**src/rtl/display_scan_controller.sv**
```systemverilog
// Samples address/data/keypad nibbles, splits each into units/tens with one shared
// subtract-10 unit, and scans the six BCD digits onto a single 7-segment decoder input.
module display_scan_controller #(
    parameter int unsigned REFRESH_DIV        = 50000,
    parameter int unsigned BLANK_LEADING_ZERO = 1,
    parameter int unsigned ENABLE_ACTIVE_LOW  = 1
) (
    input  logic       clk,
    input  logic       rst,
    input  logic       update,
    input  logic [3:0] address_in,
    input  logic [3:0] data_in,
    input  logic [3:0] keypad_data_in,
    output logic       busy,
    output logic       done,
    output logic [5:0] digit_enable,
    output logic [3:0] digit_value,
    output logic       digit_blank
);

    localparam int unsigned PreW = (REFRESH_DIV > 1) ? $clog2(REFRESH_DIV) : 1;
    localparam logic [PreW-1:0] PreMax = PreW'(REFRESH_DIV - 1);
    localparam logic [5:0] EnDigit0 = (ENABLE_ACTIVE_LOW != 0) ? 6'b111110 : 6'b000001;

    typedef enum logic [2:0] {
        StIdle,
        StConvA,
        StConvD,
        StConvK,
        StCommit
    } state_e;

    state_e state_q, state_d;

    logic [3:0] samp_a_q, samp_d_q, samp_k_q;
    logic [3:0] stage_au_q, stage_at_q, stage_du_q, stage_dt_q, stage_ku_q, stage_kt_q;
    logic [3:0] disp_au_q, disp_at_q, disp_du_q, disp_dt_q, disp_ku_q, disp_kt_q;
    logic       busy_q, done_q;

    logic [3:0] conv_in, conv_units;
    logic       conv_tens;

    logic [PreW-1:0] presc_q;
    logic [2:0]      idx_q;
    logic            wrap;

    logic [3:0] sel_val;
    logic       sel_blank;
    logic [5:0] sel_onehot;
    logic [5:0] sel_enable;
    logic [5:0] en_q;
    logic [3:0] val_q;
    logic       blank_q;

    // ---------------------------------------------------------------- conversion FSM
    always_ff @(posedge clk or posedge rst) begin
        if (rst) begin
            state_q <= StIdle;
            busy_q  <= 1'b0;
            done_q  <= 1'b0;
        end else begin
            state_q <= state_d;
            busy_q  <= (state_d != StIdle);
            done_q  <= (state_d == StCommit);
        end
    end

    always_comb begin
        state_d = state_q;
        case (state_q)
            StIdle:   if (update) state_d = StConvA;
            StConvA:  state_d = StConvD;
            StConvD:  state_d = StConvK;
            StConvK:  state_d = StCommit;
            StCommit: state_d = StIdle;
            default:  state_d = StIdle;
        endcase
    end

    // Shared subtract-10 unit; operand chosen by the current conversion state.
    always_comb begin
        case (state_q)
            StConvD: conv_in = samp_d_q;
            StConvK: conv_in = samp_k_q;
            default: conv_in = samp_a_q;
        endcase
        conv_tens  = (conv_in >= 4'd10);
        conv_units = conv_tens ? (conv_in - 4'd10) : conv_in;
    end

    always_ff @(posedge clk or posedge rst) begin
        if (rst) begin
            samp_a_q   <= '0;
            samp_d_q   <= '0;
            samp_k_q   <= '0;
            stage_au_q <= '0;
            stage_at_q <= '0;
            stage_du_q <= '0;
            stage_dt_q <= '0;
            stage_ku_q <= '0;
            stage_kt_q <= '0;
            disp_au_q  <= '0;
            disp_at_q  <= '0;
            disp_du_q  <= '0;
            disp_dt_q  <= '0;
            disp_ku_q  <= '0;
            disp_kt_q  <= '0;
        end else begin
            case (state_q)
                StIdle: begin
                    if (update) begin
                        samp_a_q <= address_in;
                        samp_d_q <= data_in;
                        samp_k_q <= keypad_data_in;
                    end
                end
                StConvA: begin
                    stage_au_q <= conv_units;
                    stage_at_q <= {3'b000, conv_tens};
                end
                StConvD: begin
                    stage_du_q <= conv_units;
                    stage_dt_q <= {3'b000, conv_tens};
                end
                StConvK: begin
                    stage_ku_q <= conv_units;
                    stage_kt_q <= {3'b000, conv_tens};
                end
                StCommit: begin
                    // All six digits change on the same edge so the scan never shows a mix.
                    disp_au_q <= stage_au_q;
                    disp_at_q <= stage_at_q;
                    disp_du_q <= stage_du_q;
                    disp_dt_q <= stage_dt_q;
                    disp_ku_q <= stage_ku_q;
                    disp_kt_q <= stage_kt_q;
                end
                default: ;
            endcase
        end
    end

    assign busy = busy_q;
    assign done = done_q;

    // ---------------------------------------------------------------- digit scan
    assign wrap = (presc_q == PreMax);

    always_ff @(posedge clk or posedge rst) begin
        if (rst) begin
            presc_q <= '0;
            idx_q   <= '0;
        end else begin
            presc_q <= wrap ? '0 : presc_q + 1'b1;
            if (wrap) begin
                idx_q <= (idx_q == 3'd5) ? 3'd0 : idx_q + 3'd1;
            end
        end
    end

    always_comb begin
        case (idx_q)
            3'd0:    sel_val = disp_au_q;
            3'd1:    sel_val = disp_at_q;
            3'd2:    sel_val = disp_du_q;
            3'd3:    sel_val = disp_dt_q;
            3'd4:    sel_val = disp_ku_q;
            default: sel_val = disp_kt_q;
        endcase
        // Odd indices are tens digits; only those may be blanked.
        sel_blank  = (BLANK_LEADING_ZERO != 0) && idx_q[0] && (sel_val == 4'd0);
        sel_onehot = 6'b000001 << idx_q;
        sel_enable = (ENABLE_ACTIVE_LOW != 0) ? ~sel_onehot : sel_onehot;
    end

    always_ff @(posedge clk or posedge rst) begin
        if (rst) begin
            en_q    <= EnDigit0;
            val_q   <= '0;
            blank_q <= 1'b0;
        end else begin
            en_q    <= sel_enable;
            val_q   <= sel_val;
            blank_q <= sel_blank;
        end
    end

    assign digit_enable = en_q;
    assign digit_value  = val_q;
    assign digit_blank  = blank_q;

    enable_onehot: assert property (@(posedge clk) disable iff (rst)
        $onehot((ENABLE_ACTIVE_LOW != 0) ? ~en_q : en_q));

    done_only_in_busy: assert property (@(posedge clk) disable iff (rst)
        done |-> busy);

endmodule

```
**config.mk**
```make
export PLATFORM = sky130hd
export DESIGN_NAME = display_scan_controller
export DESIGN_NICKNAME = d
export VERILOG_FILES = /design/src/rtl/display_scan_controller.sv
export SDC_FILE = /design/constraint.sdc
export NUM_CORES = 1
export LEC_CHECK = 0
export ABC_AREA = 1
export BUFFER_PORTS_ARGS = -buffer_cell sky130_fd_sc_hd__clkbuf_2
export CORE_UTILIZATION = 45
export DETAILED_ROUTE_END_ITERATION = 8
export PLACE_DENSITY = 0.6
export SLEW_MARGIN = 10
export SYNTH_ARGS = -nofsm -noshare
export SYNTH_HDL_FRONTEND = slang
export SYNTH_SLANG_ARGS = --single-unit
```
**constraint.sdc**
```tcl
create_clock -name clk -period 4.9 [get_ports clk]
set_input_delay 0.49 -clock clk [delete_from_list [all_inputs] [get_ports clk]]
set_output_delay 0.49 -clock clk [all_outputs]
set_load 0.02 [all_outputs]
```
==> flow_summary_export.csv <==
group,metric,value,unit
layout,largest_register,"presc_q",
worst_setup_path,end_kind,"register",
floorplanning,die_h,88.4,µm
timing,hold_viol,0,
placement,hpwl,4210,µm
global_route,grt_max_degree,46,
global_route,grt_usage,17.9,%
global_route,grt_pass1_vias,2325,
pwr,max-vdd-ir-drop,0.000276,V
synth,ys_seq_area_share,57.6,%
layout,largest_reg_flops,16,
global_route,antenna_found_initial,0,
timing,fin_setup_tns,0,ns
clock_network,cts-htree-levels,3,
routing,drcViolationCount,0,
clock_network,cts_root_buf,"clkbuf_8",
clock_network,hold_buffers,0,
clock_network,cts_buffers,9,
placement,place.port_buffers,27,
floorplanning,core_area,0.00721,mm²
routing,firstDrtPassIters,4,
floorplanning,num_rows,31,
pwr,powerDensity,546,mW/mm²
synth,syn_area,0.00336,mm²
synth,synth_seq_cells,77,
timing,hold_ws,0.336,ns
floorplanning,die-width,88.4,µm
placement,place_congestion,0.831,
clock_network,cts_tree,"done",
synth,syn_area_per_cell,9.67,µm²
worst_hold_path,holdCritPathClass,"in2async",
layout,drive_gt1_share,22.4,%
clock_network,clockBufferDepth,2,
routing,num_vias,2342,
clock_network,clock_sinks,77,
layout,syn2layout_area_growth,13.8,%
worst_setup_path,arrival,1.96,ns
pwr,p_leak,1.99,nW
worst_setup_path,cp_data_required_time,5.19,ns
global_route,grt_pass1_wl,10500,µm
synth,yosys_warnings,0,
clock_network,clock_latency,0.34,ns
placement,place_area,0.00359,mm²
synth,synth_nets,365,
timing,relSlewSlack,38.4,%
timing,slew_violations,0,
clock_network,clkSlewWorstSetupHoldPaths,0.08,ns
layout,final_cell_mix,"86 x nand2_1, 72 x dfrtp_1, 41 x inv_1",
timing,setup_viol,0,
layout,fillCellCount,680,
pwr,design_power_total,0.00208,W
layout,final_common_cell,"nand2_1",
synth,synthCells,347,
timing,fin_crit,1.68,ns
timing,finalCritPeriodShare,34.2,%
routing,routed_via_density,4.81,
synth,synth.distinct_cells,29,
floorplanning,design.die.area,0.00781,mm²
floorplanning,start_util,46.5,%
layout,nets,401,
routing,totalWireLength,5990,µm
worst_setup_path,worstSetupPathType,"reg2reg",
outcome,status,"finished clean",
timing,clock-skew-final,0.00780,ns
timing,fmax,0.597,GHz
routing,wl_per_cell,12.3,µm
layout,final_core_util,52.9,%
worst_setup_path,setup.worst_path.start_class,"register",
global_route,grt_overflow,0,
routing,ant_nets,0,
layout,antenna_cells,0,
timing,worst_slew_pin_slew,0.923,ns
routing,first_iter_violations,142,
flow_run,maxCapViolCount,0,
clock_network,cts-resized-gates,0,
clock_network,post_cts.repair.setup_buffers,0,
floorplanning,io_pins,28,
layout,fin_area,0.00382,mm²
timing,rsz0062_at_grt,"false",
worst_setup_path,crit_fanout,6,
layout make-up:
type | instances | area (µm²) | area share (%)
Clock buffer | 11 | 141 | 3.70
Tap cell | 99 | 124 | 3.24
Inverter | 44 | 165 | 4.33
Multi-Input combinational cell | 223 | 1230 | 32.2
Clock inverter | 5 | 82.6 | 2.16
Timing Repair Buffer | 28 | 143 | 3.74
Sequential cell | 77 | 1930 | 50.6
metrics by stage:
step / std cells / setup WS [ns]
after detailed placement: 471 / 3.11
after CTS: 487 / 3.21
after global placement: 471 / 3.12
after floorplan: 347 / 2.45
after global routing: 487 / 3.09
final: 487 / 3.22
kinds of logic after synthesis:
| group | count (synthesis) | synth area share [%] |
|---|---|---|
| adders and majority gates | 3 | 1.12 |
| xor gates and xnor gates | 6 | 1.57 |
| and+or+nand+nor | 171 | 23.5 |
| AOI/OAI and AO/OA | 22 | 3.39 |
| DFF | 77 | 57.6 |
| muxes | 21 | 7.05 |
| buffers and inverters | 47 | 5.74 |
metal layers:
metal  vias to the layer above  wire length [µm]  global-route usage, %
met5                         -                 0                      0
met1                      1109              3050                   24.8
met2                        39              2680                   27.3
met4                         0                93                   6.89
met3                         7               164                   4.20
li1                       1187                 -                      -
where the power goes:
group,switching [W],total [W],internal [W]
sequential,0.000111,0.000940,0.000829
combinational,0.000371,0.000614,0.000243
clock,0.000228,0.000531,0.000303
worst max-delay path: stages, from the launching register on:
cell,delay (ns)
dfrtp_1,0.52
inv_2,0.13
nand2_1,0.11
nand2_1,0.11
nand2_1,0.06
nor2_2,0.16
ha_1,0.25
nand2_1,0.11
nand3_1,0.09
nand2_1,0.07
synthesized netlist by cell type:
cell type / number / area [µm²]
nor2_4: 1 / 11.3
nor2_2: 2 / 12.5
o21ai_1: 3 / 15.0
nand3b_1: 2 / 15.0
nor2_8: 1 / 20.0
dfstp_2: 5 / 131
a21oi_1: 5 / 25.0
nor3_1: 4 / 20.0
buf_6: 2 / 22.5
ha_1: 3 / 37.5
buf_2: 1 / 5.00
inv_1: 42 / 158
mux2_2: 21 / 236
inv_2: 2 / 7.51
nor2_1: 29 / 109
nor4_1: 1 / 6.26
nor3_2: 1 / 10.0
xnor2_1: 1 / 8.76
nand2_1: 86 / 323
o22ai_1: 1 / 6.26
xor2_1: 5 / 43.8
o21bai_1: 1 / 7.51
nand3_1: 24 / 120
nand3_2: 4 / 40.0
o21ai_0: 12 / 60.1
dfrtp_1: 72 / 1800
nand4_1: 8 / 50.1
nor3b_1: 2 / 15.0
nand2_2: 6 / 37.5
final timing paths:
| check | cells after the start | slack, ns | to | start |
|---|---|---|---|---|
| max | 9 | 3.22 | stage_ku_q[2] | state_q[2] |
| min | 2 | 0.34 | samp_k_q[0] | rst |
| max reg2reg | 9 | 3.22 | stage_ku_q[2] | state_q[2] |
| min reg2reg | 1 | 0.47 | presc_q[0] | presc_q[0] |
| max in group asynchronous | 3 | 3.57 | digit_enable[1] | rst |
| min in group clk | 2 | 0.38 | samp_a_q[0] | address_in[0] |
(Power assumes the default switching activity.)
